`config.mk`:
```
export PLATFORM = sky130hd
export DESIGN_NAME = axi_burst_dmaster
export DESIGN_NICKNAME = d
export VERILOG_FILES = /design/src/rtl/axi_pkg.sv /design/src/rtl/axi_dm_strb_gen.sv /design/src/rtl/axi_burst_dmaster.sv
export SDC_FILE = /design/constraint.sdc
export NUM_CORES = 1
export LEC_CHECK = 0
export ABC_CLOCK_PERIOD_IN_PS = 1800
export CORE_AREA = 2 2 122 124
export CTS_CLUSTER_DIAMETER = 100
export DETAILED_ROUTE_END_ITERATION = 8
export DIE_AREA = 0 0 124 126
export PLACE_DENSITY = 0.69
export SLEW_MARGIN = 10
export SYNTH_ARGS = -nofsm -noshare
export SYNTH_HDL_FRONTEND = slang
export SYNTH_SLANG_ARGS = --single-unit
```
`constraint.sdc`:
```
create_clock -name ACLK -period 1.8 [get_ports ACLK]
set_input_delay 0.36 -clock ACLK [delete_from_list [all_inputs] [get_ports ACLK]]
set_output_delay 0.36 -clock ACLK [all_outputs]
set_load 0.02 [all_outputs]
```
`src/rtl/axi_pkg.sv`:
```
// axi_pkg: shared AXI field widths, encodings, data-master FSM states and
// the single-beat write strobe helper.
`ifndef AXI_ID_BITS
`define AXI_ID_BITS 4
`endif
`ifndef AXI_ADDR_BITS
`define AXI_ADDR_BITS 32
`endif
`ifndef AXI_DATA_BITS
`define AXI_DATA_BITS 32
`endif
`ifndef AXI_STRB_BITS
`define AXI_STRB_BITS 4
`endif
`ifndef AXI_LEN_BITS
`define AXI_LEN_BITS 8
`endif
`ifndef AXI_SIZE_BITS
`define AXI_SIZE_BITS 3
`endif
`ifndef AXI_BURST_BITS
`define AXI_BURST_BITS 2
`endif
`ifndef AXI_RESP_BITS
`define AXI_RESP_BITS 2
`endif

package axi_pkg;
    typedef enum logic [2:0] {DM_IDLE, DM_AR, DM_R, DM_AW, DM_W, DM_B} dm_state_e;
    localparam logic [1:0] BURST_INCR = 2'b01;
    localparam logic [1:0] RESP_OKAY  = 2'b00;
    localparam logic [1:0] SIZE_BYTE  = 2'd0;
    localparam logic [1:0] SIZE_HALF  = 2'd1;
    localparam logic [1:0] SIZE_WORD  = 2'd2;
    function automatic logic [3:0] gen_strb(input logic [1:0] size, input logic [1:0] addr_lo);
        return size == SIZE_BYTE ? 4'b0001 << addr_lo :
               size == SIZE_HALF ? (addr_lo[1] ? 4'b1100 : 4'b0011) : 4'b1111;
    endfunction
endpackage

```
`src/rtl/axi_dm_strb_gen.sv`:
```
// axi_dm_strb_gen: write strobe for a single beat; word stores keep the caller's strobe.
module axi_dm_strb_gen
    import axi_pkg::*;
(
    input  logic [1:0] size,
    input  logic [1:0] addr_lo,
    input  logic [3:0] wr_strb,
    output logic [3:0] strb
);
    assign strb = size == SIZE_WORD ? wr_strb : gen_strb(size, addr_lo);
endmodule

```
`src/rtl/axi_burst_dmaster.sv`:
```
// axi_burst_dmaster: one-request-at-a-time INCR burst AXI master for the CPU data side.
module axi_burst_dmaster
    import axi_pkg::*;
#(
    parameter logic [`AXI_ID_BITS-1:0] ID = 4'd0,
    parameter int MAX_BEATS = 16
) (
    input  logic                        ACLK,
    input  logic                        ARESETn,
    input  logic                        req_valid,
    output logic                        req_ready,
    input  logic                        req_write,
    input  logic [31:0]                 req_addr,
    input  logic [7:0]                  req_len,
    input  logic [1:0]                  req_size,
    input  logic                        wr_valid,
    output logic                        wr_ready,
    input  logic [31:0]                 wr_data,
    input  logic [3:0]                  wr_strb,
    output logic                        rd_valid,
    output logic [31:0]                 rd_data,
    output logic                        rd_last,
    output logic                        done,
    output logic                        err,
    output logic [`AXI_ID_BITS-1:0]     ARID,
    output logic [`AXI_ADDR_BITS-1:0]   ARADDR,
    output logic [`AXI_LEN_BITS-1:0]    ARLEN,
    output logic [`AXI_SIZE_BITS-1:0]   ARSIZE,
    output logic [`AXI_BURST_BITS-1:0]  ARBURST,
    output logic                        ARVALID,
    input  logic                        ARREADY,
    input  logic [`AXI_ID_BITS-1:0]     RID,
    input  logic [`AXI_DATA_BITS-1:0]   RDATA,
    input  logic [`AXI_RESP_BITS-1:0]   RRESP,
    input  logic                        RLAST,
    input  logic                        RVALID,
    output logic                        RREADY,
    output logic [`AXI_ID_BITS-1:0]     AWID,
    output logic [`AXI_ADDR_BITS-1:0]   AWADDR,
    output logic [`AXI_LEN_BITS-1:0]    AWLEN,
    output logic [`AXI_SIZE_BITS-1:0]   AWSIZE,
    output logic [`AXI_BURST_BITS-1:0]  AWBURST,
    output logic                        AWVALID,
    input  logic                        AWREADY,
    output logic [`AXI_DATA_BITS-1:0]   WDATA,
    output logic [`AXI_STRB_BITS-1:0]   WSTRB,
    output logic                        WLAST,
    output logic                        WVALID,
    input  logic                        WREADY,
    input  logic [`AXI_ID_BITS-1:0]     BID,
    input  logic [`AXI_RESP_BITS-1:0]   BRESP,
    input  logic                        BVALID,
    output logic                        BREADY
);
    localparam int CW = MAX_BEATS > 1 ? $clog2(MAX_BEATS) : 1;
    dm_state_e     state;
    logic [31:0]   addr;
    logic [7:0]    len;
    logic [1:0]    size;
    logic [CW-1:0] cnt;
    logic          sticky, ill_q;
    logic          illegal, last, r_beat, b_done, beat_err, in_w;
    logic [3:0]    strb_gen;

    assign illegal  = int'(req_len) >= MAX_BEATS || (req_len != 8'd0 && req_size != SIZE_WORD) || req_size == 2'd3;
    assign last     = 8'(cnt) == len;
    assign r_beat   = state == DM_R && RVALID;
    assign b_done   = state == DM_B && BVALID;
    assign in_w     = state == DM_W;
    assign beat_err = RRESP != RESP_OKAY || RID != ID || RLAST != last;

    assign req_ready = state == DM_IDLE;
    assign done      = ill_q || (r_beat && last) || b_done;
    // An illegal request reports through the registered pulse; bus paths only while done.
    assign err       = ill_q || (r_beat && last && (sticky || beat_err)) ||
                       (b_done && (BRESP != RESP_OKAY || BID != ID));

    assign ARVALID = state == DM_AR;
    assign ARID    = ARVALID ? ID : '0;
    assign ARADDR  = ARVALID ? addr : '0;
    assign ARLEN   = ARVALID ? len : '0;
    assign ARSIZE  = ARVALID ? {1'b0, size} : '0;
    assign ARBURST = ARVALID ? BURST_INCR : '0;

    assign RREADY   = state == DM_R;
    assign rd_valid = r_beat;
    assign rd_data  = RREADY ? RDATA : '0;
    assign rd_last  = r_beat && last;

    assign AWVALID = state == DM_AW;
    assign AWID    = AWVALID ? ID : '0;
    assign AWADDR  = AWVALID ? addr : '0;
    assign AWLEN   = AWVALID ? len : '0;
    assign AWSIZE  = AWVALID ? {1'b0, size} : '0;
    assign AWBURST = AWVALID ? BURST_INCR : '0;

    assign WVALID   = in_w && wr_valid;
    assign wr_ready = in_w && WREADY;
    assign WDATA    = in_w ? wr_data : '0;
    assign WLAST    = in_w && last;
    assign WSTRB    = in_w ? (len == 8'd0 ? strb_gen : wr_strb) : '0;
    assign BREADY   = state == DM_B;

    axi_dm_strb_gen u_strb (
        .size    (size),
        .addr_lo (addr[1:0]),
        .wr_strb (wr_strb),
        .strb    (strb_gen)
    );

    always_ff @(posedge ACLK or negedge ARESETn)
        if (!ARESETn) begin
            state  <= DM_IDLE;
            addr   <= '0;
            len    <= '0;
            size   <= '0;
            cnt    <= '0;
            sticky <= 1'b0;
            ill_q  <= 1'b0;
        end else begin
            ill_q <= req_ready && req_valid && illegal;
            case (state)
                DM_IDLE: if (req_valid) begin
                    addr   <= req_addr;
                    len    <= req_len;
                    size   <= req_size;
                    cnt    <= '0;
                    sticky <= 1'b0;
                    state  <= illegal ? DM_IDLE : req_write ? DM_AW : DM_AR;
                end
                DM_AR: if (ARREADY) state <= DM_R;
                DM_R: if (RVALID) begin
                    sticky <= sticky || beat_err;
                    if (last) state <= DM_IDLE;
                    else cnt <= cnt + CW'(1);
                end
                DM_AW: if (AWREADY) state <= DM_W;
                DM_W: if (wr_valid && WREADY) begin
                    if (last) state <= DM_B;
                    else cnt <= cnt + CW'(1);
                end
                DM_B: if (BVALID) state <= DM_IDLE;
                default: state <= DM_IDLE;
            endcase
        end
endmodule

```
==> results of run 1 <==
==> state kept, by name (all words and copies together) (netlist names) <==
name / cells
state: 3
addr: 32
len: 8
sticky: 1
size: 2
cnt: 4
ill_q: 1
==> worst min path at each step <==
| stage | from | to | slack (ps) | depth (start not counted) |
|---|---|---|---|---|
| after global placement | ARESETn | addr[22]$_DFFE_PN0P_ | 380 | 2 |
| after global routing | ARESETn | size[0]$_DFFE_PN0P_ | 80 | 2 |
| after CTS | ARESETn | addr[20]$_DFFE_PN0P_ | 60 | 2 |
| after detailed placement | ARESETn | addr[28]$_DFFE_PN0P_ | 380 | 2 |
| after floorplan | ARESETn | addr[0]$_DFFE_PN0P_ | 60 | 0 |
| final | ARESETn | addr[25]$_DFFE_PN0P_ | 50 | 2 |
==> synthesized netlist by cell type, types with 4 or more instances <==
cell and instances:
a21oi_1 4, and2_1 115, and3_1 36, buf_2 7
buf_4 15, clkbuf_1 18, dfrtp_1 51, inv_1 7
mux2_2 42, nand2_1 8, nor2_1 11, nor3_1 5
nor4_1 7, o21ai_0 7, xnor2_1 5
==> critical path: cells and delay by family (launching register included) <==
kind | cells | cell delay (ps)
and+or+nand+nor | 3 | 830
DFF | 1 | 410
buffers and inverters | 1 | 200
AOI/OAI and AO/OA | 1 | 230
==> cell families after synthesis <==
kind of cell / count (synthesis)
AO/OA/AOI/OAI: 34
XOR/XNOR: 5
adder cells (fa/ha/maj): 1
buffers and inverters: 50
flip-flops: 51
multiplexers: 46
other: 1
AND/OR/NAND/NOR: 200
==> metal layers <==
layer	GRT usage	share of wire	vias to the layer above	routed length, µm
li1	-	-	2189	-
met1	0.2352	0.36	2322	7425
met2	0.4315	0.54	211	11190
met3	0.04665	0.073	41	1516
met4	0.07403	0.033	0	682
met5	0	0	-	0
==> power by group through the flow <==
stage	Clock, W	Sequential [W]	Combinational, W
finish	0.00101	0.00217	0.00304
global placement	0	0.00203	0.00203
floorplan	0	0.00199	0.000966
CTS	0.00104	0.00210	0.00243
global route	0.00109	0.00223	0.00322
detailed placement	0	0.00205	0.00212
==> repair_timing <==
action / 4_1_cts / 5_1_grt
gates resized for setup: 925 / 395
setup buffers: 48 / 35
setup endpoints to repair: 216 / 216
cloned: 16 / 8
pin swaps: 44 / 78
==> layout by cell type (no fill, tap or decap), types with 3 or more instances in the layout <==
cell type and instances:
buf_6 217, clkdlybuf4s50_1 131, and2_4 115, buf_4 75, dfrtp_1 49, mux2_4 41, and3_4 28, conb_1 12
clkbuf_16 12, buf_8 12, buf_12 11, nor2_1 8, and3_1 8, buf_16 8, nand2_1 6, inv_1 5
nor4_1 5, o21ai_1 4, nor3_2 3, o211a_1 3, xnor2_4 3, nor2_4 3, a211oi_2 3, o22ai_2 3
==> layout make-up <==
cell class              count  area [µm²]
repair buffers            462        5119
well taps                 184       230.2
clock buffers               5       125.1
fillers                   973        4467
inverters                   7       26.28
flip-flops and latches     51        1279
clock inverters             3       26.28
multi-input cells         298        3039
diodes                      1       2.502
==> through the flow <==
stage               hold slack, ps  std cells  setup WS, ps  cell area (µm²)
floorplan                    64.41        399        -138.3             3699
global placement             378.6        908        -658.4             7305
detailed placement           380.6        908        -663.2             7305
CTS                          59.41        980        -507.5             8660
global route                 75.06       1011        -599.9             9847
finish                       50.56       1011        -540.9             9847
==> results.py, run 1 <==
metrics = {
    "outcome": {
        "outcome": "finished, violations left",
        "failed_checks": "setup timing",
    },
    "timing": {
        "grt_setup_unrepaired": "true",
        "setup_viol": 214,
        "setup_tns_ps": -54760,
        "slew_violations": 0,
        "fin_worst_skew_ps": 8.905,
        "fin_crit_sh": 1.300,
        "post-route-min-period_ps": 2341,
        "worst_slack_ps": -540.9,
        "hold_viol": 0,
        "fmax_mhz": 427.2,
    },
    "power": {
        "seqPwrFrac": 0.348,
        "ir_worst_vdd_v": 0.0004926,
        "switching_share": 0.3361,
        "p_leak_nw": 4.578,
        "powerDensity_nw_per_um2": 632.2,
        "p_switching_w": 0.002092,
        "cell_internal_pwr_w": 0.004133,
        "power_frac_clock": 0.163,
        "p_comb_frac": 0.489,
        "p_total_w": 0.006225,
    },
    "logic_synthesis": {
        "ys_top_cells_by_area": "dfrtp_1, and2_1, mux2_2",
        "ys_types": 48,
        "seq_area_frac_synth": 0.3538,
        "synth_compound_area_frac": 0.06868,
        "synth_edf_count": 0,
        "synthCells": 388,
        "avgSynthCellArea_um2": 9.297,
        "synth-simple-area-share": 0.3430,
        "async_flop_share": 1.000,
        "synth-xor-area-share": 0.01214,
        "synthAdderAreaFrac": 0.003469,
        "ys_ff_latch": 51,
        "synthMuxAreaShare": 0.1457,
        "synth_ff_type": "dfrtp_1",
        "ys_warn_count": 0,
        "yosys.area.top_type": "dfrtp_1",
        "synth_area_um2": 3607,
        "synth_top_family_by_area": "simple AND/OR/NAND/NOR gates",
        "synth.top_cell.area_share": 0.3538,
    },
    "global_route": {
        "antenna_found_initial": 1,
        "grt_pass1_wl_mm": 26.64,
        "grt_max_degree": 52,
        "grtUsageTotal": 0.2235,
        "grt_pass1_vias": 4901,
        "grt.overflow.total": 0,
    },
    "floorplan": {
        "die_w_um": 124,
        "num_rows": 44,
        "start_util": 0.2520,
        "dieArea_um2": 15620,
        "io-pin-count": 311,
        "core_area_um2": 14310,
        "die_h_um": 126,
    },
    "setup_path": {
        "r2r_slack_ps": -220,
        "startpoint": "len[0]$_DFFE_PN0P_",
        "startpoint_type": "register",
        "rr_startpoint": "state[1]$_DFFE_PN0P_",
        "critPathMaxFanout": 2,
        "crit_chain": "or4_4 -> nor3_4 -> nor2_1 -> a211oi_2 -> buf_4",
        "crit_required_ps": 1440,
        "crit_path_top_delay_cell": "or4_4",
        "arrival_ps": 1980,
        "worstRegToRegCells": 7,
        "endpoint": "WSTRB[3]",
        "worstSetupEndpointType": "output port",
        "rr_endpoint": "addr[25]$_DFFE_PN0P_",
        "max_stage_delay_ps": 550,
        "crit_type": "register to output port",
    },
    "clock_tree": {
        "ctsHoldBuffers": 0,
        "clock-sinks": 51,
        "cts_buffer_depth": 2,
        "clk_pin_slew_ps": 70,
        "cts_root_buf": "clkbuf_16",
        "h-tree-depth": 2,
        "clock_latency_ps": 300,
        "cts_tree": "built",
        "cts_made_buffers": 5,
    },
    "detailed_routing": {
        "vias_per_cell": 4.711,
        "drc": 0,
        "via_count": 4763,
        "wl_per_cell_um": 20.59,
        "antenna_left": 0,
        "firstDrtPassIters": 4,
        "finalWirelength_mm": 20.81,
        "dr.first_iter.drc_count": 142,
    },
    "flow_run": {
        "maxCapViolCount": 0,
    },
    "place": {
        "routabilityCongestion": 0.8885,
        "post-dp-hpwl_mm": 11.78,
        "portBuffers": 298,
    },
    "cells_and_area": {
        "drive_gt1_frac": 0.6937,
        "syn2layout_area_growth_pct": 173.0,
        "final_util": 0.6879,
        "nets": 959,
    },
    "hold_path": {
        "hp-class": "input port to async pin",
    },
}
Note: power is estimated with default switching activity, not from simulation.
==> run 2, diff against run 1 <==
CORE_AREA = unset   (was 2 2 122 124)
CORE_ASPECT_RATIO = 1.75   (was unset)
CORE_MARGIN = 5   (was unset)
CORE_UTILIZATION = 29   (was unset)
DIE_AREA = unset   (was 0 0 124 126)
HOLD_SLACK_MARGIN = 0.03   (was unset)
PLACE_DENSITY = 0.78   (was 0.69)
==> results.py, run 2 (synthesis results as in run 1) <==
metrics = {
    "cells_and_area": {
        "final_util": 0.8030,
        "nets": 957,
        "drive_gt1_frac": 0.6966,
        "reg_top3": "addr: 32 flops, len: 8 flops, cnt: 4 flops",
        "top_register": "addr",
        "layout_common_cells": "buf_6, clkdlybuf4s50_1, and2_4, buf_4, dfrtp_1",
        "finalInstanceArea_um2": 9928,
        "syn2layout_area_growth_pct": 175.2,
        "largest_reg_flops": 32,
        "layout_commonest_cell": "buf_6",
    },
    "timing": {
        "setup_tns_ps": -67220,
        "post-route-min-period_ps": 2420,
        "worst_slack_ps": -620.3,
        "hold_viol": 0,
        "fin_crit_sh": 1.345,
        "grt_setup_unrepaired": "true",
        "fin_worst_skew_ps": 7.923,
        "fmax_mhz": 413.2,
        "setup_viol": 216,
        "slew_violations": 0,
    },
    "floorplan": {
        "die_w_um": 94.31,
        "io-pin-count": 311,
        "num_rows": 54,
        "core_area_um2": 12360,
        "dieArea_um2": 14860,
        "start_util": 0.2917,
        "die_h_um": 157.5,
    },
    "clock_tree": {
        "cts_buffer_depth": 2,
        "cts_made_buffers": 5,
        "clock_latency_ps": 300,
        "cts_root_buf": "clkbuf_16",
        "clk_pin_slew_ps": 70,
        "ctsHoldBuffers": 0,
        "h-tree-depth": 2,
        "cts_tree": "built",
        "clock-sinks": 51,
    },
    "global_route": {
        "grt_pass1_wl_mm": 32.29,
        "grt_max_degree": 38,
        "grtUsageTotal": 0.2942,
        "antenna_found_initial": 7,
        "grt.overflow.total": 0,
        "grt_pass1_vias": 5505,
    },
    "detailed_routing": {
        "vias_per_cell": 5.011,
        "drc": 0,
        "wl_per_cell_um": 24.65,
        "finalWirelength_mm": 24.58,
        "via_count": 4996,
        "firstDrtPassIters": 4,
        "dr.first_iter.drc_count": 209,
        "antenna_left": 0,
    },
    "hold_path": {
        "hp-class": "input port to async pin",
    },
    "place": {
        "post-dp-hpwl_mm": 14.14,
        "routabilityCongestion": 0.7789,
        "portBuffers": 298,
        "dpl_cell_area_um2": 7148,
    },
    "power": {
        "ir_worst_vdd_v": 0.0007844,
        "p_leak_nw": 4.603,
        "powerDensity_nw_per_um2": 647.3,
    },
    "setup_path": {
        "max_stage_delay_ps": 590,
        "critPathMaxFanout": 3,
        "arrival_ps": 2060,
        "crit_chain": "or4_4 -> nor3_4 -> buf_6 -> nor2_2 -> a211oi_2 -> buf_4",
        "startpoint_type": "register",
        "worstSetupEndpointType": "output port",
        "crit_path_top_delay_cell": "or4_4",
        "crit_type": "register to output port",
        "crit_required_ps": 1440,
    },
    "outcome": {
        "outcome": "finished, violations left",
        "failed_checks": "setup timing",
    },
    "flow_run": {
        "maxCapViolCount": 0,
    },
}
[run 2: what timing repair did]
item / CTS / global route
pin swaps: 53 / 72
gates cloned: 20 / 3
buffers inserted: 77 / 34
gates resized for setup: 1186 / 150
setup endpoints to repair: 210 / 215
[run 2: routing by layer]
metal	global-route usage	routed length, µm	vias up
met5	0	69	-
met4	0.1453	1378	10
met3	0.1047	2385	91
met2	0.5576	13370	310
met1	0.2703	7377	2408
li1	-	-	2177
[run 2: stage by stage]
| step | hold slack, ps | total power [W] | instances | setup WS (ps) |
|---|---|---|---|---|
| CTS | 74.67 | 0.005828 | 982 | -612.2 |
| global placement | 383.5 | 0.003975 | 878 | -660.5 |
| finish | 69.05 | 0.006427 | 997 | -620.3 |
| detailed placement | 392.6 | 0.004102 | 878 | -677.3 |
| global route | 87.86 | 0.006689 | 994 | -649.9 |
| floorplan | 64.41 | 0.002955 | 399 | -138.3 |
[run 2: area by class of cell]
class / instances / area, µm²
Fill cell: 679 / 2436
Clock buffer: 6 / 138.9
Inverter: 7 / 26.28
Clock inverter: 2 / 35.03
Antenna cell: 5 / 12.51
Multi-Input combinational cell: 298 / 3074
Tap cell: 168 / 210.2
Timing Repair Buffer: 460 / 5154
Sequential cell: 51 / 1277
[run 2: worst paths after layout]
kind / from / to / slack [ps] / cells after the start
setup / recovery: len[5]$_DFFE_PN0P_ / WSTRB[3] / -620 / 6
hold reg to reg: addr[23]$_DFFE_PN0P_ / addr[23]$_DFFE_PN0P_ / 560 / 1
hold / removal: ARESETn / addr[28]$_DFFE_PN0P_ / 70 / 2
min in group ACLK: addr[23]$_DFFE_PN0P_ / addr[23]$_DFFE_PN0P_ / 560 / 1
setup reg to reg: state[1]$_DFFE_PN0P_ / state[1]$_DFFE_PN0P_ / -350 / 8
max in group asynchronous: ARESETn / addr[4]$_DFFE_PN0P_ / 1350 / 2
[run 2: power by group]
| part | total, W | switching (W) | internal (W) | leakage [nW] |
|---|---|---|---|---|
| clock | 0.00115 | 0.000454 | 0.000693 | 0.0869 |
| sequential | 0.00222 | 0.000547 | 0.00167 | 0.603 |
| combinational | 0.00306 | 0.00115 | 0.00191 | 3.91 |
[run 2: critical path, delay by kind of cell (launching register included)]
| kind | cells | cell delay, ps |
|---|---|---|
| AOI/OAI and AO/OA | 1 | 170 |
| DFF | 1 | 390 |
| buffers and inverters | 2 | 320 |
| and+or+nand+nor | 3 | 890 |
==> run 3, diff against run 2 <==
CTS_CLUSTER_DIAMETER = 120   (was 100)
==> results of run 3 <==
No change in the layout: final DEF, timing and power equal those of run 2.
